--- config.mk ---
export PLATFORM = sky130hd
export DESIGN_NAME = mem_access_ctrl
export DESIGN_NICKNAME = d
export VERILOG_FILES = /design/src/rtl/mem_access_ctrl_pkg.sv /design/src/rtl/mem_lane_align.sv /design/src/rtl/mem_access_ctrl.sv
export SDC_FILE = /design/constraint.sdc
export NUM_CORES = 1
export LEC_CHECK = 0
export ABC_AREA = 1
export CORE_UTILIZATION = 47
export DETAILED_ROUTE_END_ITERATION = 10
export PLACE_DENSITY_LB_ADDON = 0.1
export SLEW_MARGIN = 10
export SYNTH_ARGS = -nofsm -noshare
export SYNTH_HDL_FRONTEND = slang
export SYNTH_SLANG_ARGS = --single-unit
--- constraint.sdc ---
create_clock -name clk -period 5.49 [get_ports clk]
set_input_delay 1.098 -clock clk [delete_from_list [all_inputs] [get_ports clk]]
set_output_delay 1.098 -clock clk [all_outputs]
set_load 0.05 [all_outputs]
--- src/rtl/mem_access_ctrl_pkg.sv ---
// Shared bus widths and access-size encodings for the MEM-stage data path.
// The size constants are also consumed by the ID-stage control generator.
package mem_access_ctrl_pkg;

   localparam int DATA_BUS    = 32;
   localparam int ADDR_BUS    = 32;
   localparam int MEM_SEL_BUS = 4;

   localparam logic [MEM_SEL_BUS-1:0] MEM_SEL_BYTE = 4'b0001;
   localparam logic [MEM_SEL_BUS-1:0] MEM_SEL_HALF = 4'b0011;
   localparam logic [MEM_SEL_BUS-1:0] MEM_SEL_WORD = 4'b1111;

   // Halves must sit on even addresses, words on multiples of four.
   function automatic logic sel_misaligned(input logic [MEM_SEL_BUS-1:0] sel,
                                           input logic [1:0]             offset);
      logic mis;
      case (sel)
         MEM_SEL_HALF: mis = offset[0];
         MEM_SEL_WORD: mis = (offset != 2'b00);
         default:      mis = 1'b0;
      endcase
      return mis;
   endfunction

endpackage

--- src/rtl/mem_lane_align.sv ---
// Combinational byte-lane steering: store-side shift into bus lanes and
// load-side extraction with sign/zero extension.
module mem_lane_align
   import mem_access_ctrl_pkg::*;
(
   input  logic [MEM_SEL_BUS-1:0] sel,
   input  logic [1:0]             offset,
   input  logic                   sign,
   input  logic [DATA_BUS-1:0]    wdata,
   input  logic [DATA_BUS-1:0]    rdata,
   output logic [MEM_SEL_BUS-1:0] byte_en,
   output logic [DATA_BUS-1:0]    wdata_lane,
   output logic [DATA_BUS-1:0]    load_word
);

   logic [DATA_BUS-1:0] shifted_s;

   // lane shift by byte offset, then size-dependent extension of the low bytes
   always_comb begin
      byte_en    = sel << offset;
      wdata_lane = wdata << {offset, 3'b000};
      shifted_s  = rdata >> {offset, 3'b000};
      case (sel)
         MEM_SEL_BYTE: load_word = {{24{sign & shifted_s[7]}}, shifted_s[7:0]};
         MEM_SEL_HALF: load_word = {{16{sign & shifted_s[15]}}, shifted_s[15:0]};
         default:      load_word = shifted_s;
      endcase
   end

endmodule

--- src/rtl/mem_access_ctrl.sv ---
// MEM-stage data-memory sequencer: one load/store per instruction onto a
// single-outstanding req/ack bus, with misalignment refusal and bus timeout.
module mem_access_ctrl
   import mem_access_ctrl_pkg::*;
#(
   parameter int TIMEOUT_CYCLES = 255,
   parameter int CNT_WIDTH      = 8
)
(
   input  logic                   clk,
   input  logic                   rst,
   input  logic                   mem_read_flag,
   input  logic                   mem_write_flag,
   input  logic                   mem_sign_flag,
   input  logic [MEM_SEL_BUS-1:0] mem_sel,
   input  logic [ADDR_BUS-1:0]    mem_addr,
   input  logic [DATA_BUS-1:0]    mem_write_data,
   input  logic                   flush,
   output logic                   stall_req,
   output logic [DATA_BUS-1:0]    load_data,
   output logic                   load_valid,
   output logic                   misalign,
   output logic                   bus_error,
   output logic                   bus_req,
   output logic                   bus_we,
   output logic [ADDR_BUS-1:0]    bus_addr,
   output logic [MEM_SEL_BUS-1:0] bus_byte_en,
   output logic [DATA_BUS-1:0]    bus_wdata,
   input  logic                   bus_ack,
   input  logic [DATA_BUS-1:0]    bus_rdata
);

   typedef enum logic [1:0] {
      ST_IDLE = 2'd0,
      ST_REQ  = 2'd1,
      ST_DONE = 2'd2,
      ST_ERR  = 2'd3
   } state_e;

   localparam bit                   TIMEOUT_EN = (TIMEOUT_CYCLES != 0);
   localparam logic [CNT_WIDTH-1:0] CNT_LAST   = CNT_WIDTH'(TIMEOUT_CYCLES - 1);

   state_e                 state_r, state_nx;
   logic [CNT_WIDTH-1:0]   cnt_r;
   logic                   kill_r, we_r, sign_r;
   logic [MEM_SEL_BUS-1:0] sel_r, be_r;
   logic [1:0]             off_r;
   logic [ADDR_BUS-1:0]    addr_r;
   logic [DATA_BUS-1:0]    wdata_r, load_data_r;

   logic                   access_s, misalign_s, start_s;
   logic [MEM_SEL_BUS-1:0] lane_sel_s, lane_be_s;
   logic [1:0]             lane_off_s;
   logic                   lane_sign_s;
   logic [DATA_BUS-1:0]    lane_wdata_s, lane_load_s;

   // The aligner sees the live request in IDLE and the captured one afterwards.
   always_comb begin
      if (state_r == ST_IDLE) begin
         lane_sel_s  = mem_sel;
         lane_off_s  = mem_addr[1:0];
         lane_sign_s = mem_sign_flag;
      end else begin
         lane_sel_s  = sel_r;
         lane_off_s  = off_r;
         lane_sign_s = sign_r;
      end
   end

   mem_lane_align u_lane (
      .sel        (lane_sel_s),
      .offset     (lane_off_s),
      .sign       (lane_sign_s),
      .wdata      (mem_write_data),
      .rdata      (bus_rdata),
      .byte_en    (lane_be_s),
      .wdata_lane (lane_wdata_s),
      .load_word  (lane_load_s)
   );

   // IDLE request decode; rst gates it so every output reads 0 during reset
   always_comb begin
      access_s   = !rst && (state_r == ST_IDLE) && !flush &&
                   (mem_read_flag || mem_write_flag) && (mem_sel != 4'b0000);
      misalign_s = access_s && sel_misaligned(mem_sel, mem_addr[1:0]);
      start_s    = access_s && !misalign_s;
   end

   // next-state and output decode
   always_comb begin
      state_nx    = state_r;
      stall_req   = 1'b0;
      misalign    = 1'b0;
      load_valid  = 1'b0;
      bus_error   = 1'b0;
      bus_req     = 1'b0;
      bus_we      = 1'b0;
      bus_addr    = '0;
      bus_byte_en = '0;
      bus_wdata   = '0;
      case (state_r)
         ST_IDLE: begin
            misalign  = misalign_s;
            stall_req = start_s;
            if (start_s) begin
               state_nx = ST_REQ;
            end else begin
               state_nx = ST_IDLE;
            end
         end
         ST_REQ: begin
            stall_req   = 1'b1;
            bus_req     = 1'b1;
            bus_we      = we_r;
            bus_addr    = addr_r;
            bus_byte_en = be_r;
            bus_wdata   = wdata_r;
            if (bus_ack) begin
               state_nx = ST_DONE;
            end else if (TIMEOUT_EN && (cnt_r == CNT_LAST)) begin
               state_nx = ST_ERR;
            end else begin
               state_nx = ST_REQ;
            end
         end
         ST_DONE: begin
            load_valid = !we_r && !kill_r && !flush;
            state_nx   = ST_IDLE;
         end
         ST_ERR: begin
            bus_error = !kill_r && !flush;
            state_nx  = ST_IDLE;
         end
         default: state_nx = ST_IDLE;
      endcase
   end

   // state register, request capture, timeout counter, kill flag, load result
   always_ff @(posedge clk or posedge rst) begin
      if (rst) begin
         state_r     <= ST_IDLE;
         cnt_r       <= '0;
         kill_r      <= 1'b0;
         we_r        <= 1'b0;
         sign_r      <= 1'b0;
         sel_r       <= '0;
         off_r       <= 2'b00;
         be_r        <= '0;
         addr_r      <= '0;
         wdata_r     <= '0;
         load_data_r <= '0;
      end else begin
         state_r <= state_nx;
         case (state_r)
            ST_IDLE: begin
               if (start_s) begin
                  we_r    <= mem_write_flag;
                  sign_r  <= mem_sign_flag;
                  sel_r   <= mem_sel;
                  off_r   <= mem_addr[1:0];
                  be_r    <= lane_be_s;
                  addr_r  <= {mem_addr[ADDR_BUS-1:2], 2'b00};
                  wdata_r <= lane_wdata_s;
                  kill_r  <= 1'b0;
                  cnt_r   <= '0;
               end
            end
            ST_REQ: begin
               cnt_r <= cnt_r + CNT_WIDTH'(1);
               if (flush) begin
                  kill_r <= 1'b1;
               end
               // a flushed load still captures its data; only the valid pulse is withheld
               if (bus_ack && !we_r) begin
                  load_data_r <= lane_load_s;
               end
            end
            default: ;
         endcase
      end
   end

   assign load_data = load_data_r;

endmodule
==> run metrics <==
Yosys cell types=32; drt pass-1 iters=5; fin area=9245 um^2; share of the synthesized area in the top cell type=45.02%; Pint=2.553 mW; post-CTS setup buffer count=0; combined area of the multi-input logic cells=2825 um^2; Setup Skew=3.750 ps; max-slew violation count=0; die height=119.6 um; Crit path buffers/inverters=2; Layout Nets=1,198; Critical-path top delay cell=clkdlybuf4s50_1; Seq/Total Area, Yosys=45.02%; placed cell areas=8596 um^2; IO Port Bufs=210; actual slew at the worst max-slew pin=1121 ps; post-route setup TNS=0 ps; final setup violation count=0; Design Power=4.350 mW; Post-Place Cells=1,245; total congestion overflow=0; via count=6,495; peak supply drop=0.4327 mV; Initial Util=48.73%; critical path class=primary input to output port; Clk pwr share=27.1%; post-route ant nets=0; register area=2928 um^2; critical path data arrival time=3250 ps; clock sinks=117; fin cells=1,278; Yosys Warn Count=0; number of synthesized flops with an enable pin=0; Detailed Route WL=18,780 um; hold crit path type=flop to flop; hold buffers post-CTS=0; standard-cell row count=42; H-tree Lvls=4; core area=13,350 um^2; Syn Inst Count=907; initial antenna violation count=0; vias in the first global route=6,017; Clock transition at path regs=60 ps; Net Sw Frac=41.31%; critical path required time=4390 ps; CP delay by family, top=buffers and inverters; most frequent cell after synthesis=nand2_1; Ports=213; commonest cells in the netlist=203 x nand2_1, 136 x nor2_1, 121 x inv_1; Clock Latency Late Sink=410 ps; post-synthesis cell area=6504 um^2; GPL Wtd Cong=0.9132; CP peak stage delay=730 ps; net load switching power=1.797 mW; pwr/cell area=470.5 nW/um^2; Antenna Cells=0; Layout fillers=1,151; aggregate global-route resource usage=26.92%; Mapped Avg Cell Area=7.171 um^2; Layout Utilization=69.26%; Root Driver=clkbuf_16; first-pass GRT wire length=30,120 um; clock buffer depth=2; CTS buffer count=17; Final Hold Fails=0; Worst Setup End Kind=output port; status=completed; Gate power share=43.2%; drc violations=0; f_max=229.9 MHz; post_cts resized=0; Top FF cell, synth=dfrtp_1; number of max-cap violations=0; CP Max Fanout=27; Worst slew margin=25.07%; WL per Instance=14.70 um; 1st-iter DRT viols=629; #FFs+latches synth=117; largest net degree at the start of global routing=65; Synth area leader=dfrtp_1; leakage=4.276 nW; post-route minimum period=4349 ps; most used cell, CP=nand2_1; CTS tree=built; Synth-to-Final Area Change=42.15%; RSZ-0062 raised after global routing=false; Final Cycle Share=79.22%; asr flop ratio synth=100.0%; Sequential Power Share=29.7%; Final HPWL DP=13,050 um; crit path launch type=primary input; crit-path cells=clkdlybuf4s50_1 > nor2_1 > nand2_1 > o21ai_0 > nand2_1 > nand2_4 > nand2_1 > clkdlybuf4s50_1; synth top area cells=dfrtp_1 45%, nand2_1 12%, nor2_1 7.8%; fraction of layout cells with a size suffix above 1=6.987%; Die X=119.6 um; Via-to-Cell Ratio=5.082; die area=14,310 um^2
-- metal layers --
layer | vias up | wire length, um | global-route usage [%]
met3 | 27 | 1069 | 5.703
met4 | 0 | 315 | 8.984
met5 | - | 0 | 0
met2 | 234 | 9211 | 44.26
li1 | 3220 | - | -
met1 | 3014 | 8185 | 35.31
-- registers in the layout, summed over array words and instances (netlist names) --
| register | cells |
|---|---|
| load_data | 32 |
| wdata_r | 32 |
| addr_r | 30 |
| cnt_r | 8 |
| be_r | 4 |
| sel_r | 4 |
| off_r | 2 |
| state_r | 2 |
| kill_r | 1 |
| sign_r | 1 |
| we_r | 1 |
-- power groups by stage --
stage / sequential [mW] / combinational [mW] / clock [mW]
5_1_grt: 1.32 / 2.02 / 1.23
2_1_floorplan: 1.70 / 0.875 / 0
3_5_place_dp: 1.30 / 1.87 / 0
4_1_cts: 1.29 / 1.88 / 1.19
6_report: 1.29 / 1.88 / 1.18
3_3_place_gp: 1.30 / 1.85 / 0
-- cell usage in the layout, fill, tap and decap left out, drive strengths merged --
| cell | n |
|---|---|
| o21ai | 100 |
| a22oi | 1 |
| a31oi | 8 |
| a21oi | 32 |
| nand3b | 1 |
| or2 | 9 |
| clkbuf | 18 |
| bufinv | 4 |
| nor2 | 142 |
| nor4 | 1 |
| ha | 2 |
| xnor2 | 1 |
| conb | 2 |
| buf | 7 |
| nand2 | 214 |
| o22ai | 25 |
| clkdlybuf4s50 | 210 |
| nand3 | 63 |
| clkinvlp | 3 |
| nor3 | 4 |
| clkinv | 4 |
| o211ai | 5 |
| dfrtp | 117 |
| inv | 129 |
-- area by class of cell --
cell class                 instances  area share [%]
clock buffer                      18           4.642
clock inverter                    14           2.165
inverter                         126           5.143
multi-input combinational        610           30.56
sequential                       117           31.67
tap                              176           2.382
timing repair buffer             217           23.44
-- metrics by stage --
| stage | hold WS [ps] | setup WS, ps |
|---|---|---|
| global route | 511.7 | 1029 |
| floorplan | 453.0 | 1291 |
| global placement | 470.5 | 1188 |
| CTS | 488.1 | 1159 |
| finish | 490.8 | 1141 |
| detailed placement | 473.9 | 1169 |
-- worst min-delay path, cell delays in order (launching register included) --
cell	delay (ps)
dfrtp_1	340
nand2_1	50
o21ai_0	60
-- final timing paths --
kind | slack [ps] | depth (start not counted) | end | startpoint
max in group asynchronous | 3380 | 3 | wdata_r[5] | rst
worst min-delay path | 490 | 2 | sel_r[0] | sel_r[0]
worst max register to register | 2510 | 10 | load_data[18] | state_r[0]
worst min register to register | 490 | 2 | sel_r[0] | sel_r[0]
worst max-delay path | 1140 | 8 | stall_req | mem_sel[2]
min in group asynchronous | 1090 | 2 | state_r[1] | rst
-- cells by family (layout without fill, tap and decap cells) --
group / Yosys count / count (layout) / synth area share (%)
flip-flops: 117 / 117 / 45.02
other: 1 / 2 / 0.05766
AO/OA/AOI/OAI: 171 / 171 / 14.31
AND/OR/NAND/NOR: 434 / 434 / 28.32
buffers and inverters: 181 / 375 / 11.77
adder cells (fa/ha/maj): 2 / 2 / 0.3847
XOR/XNOR: 1 / 1 / 0.1347
Power figures use the tool's default switching activity.
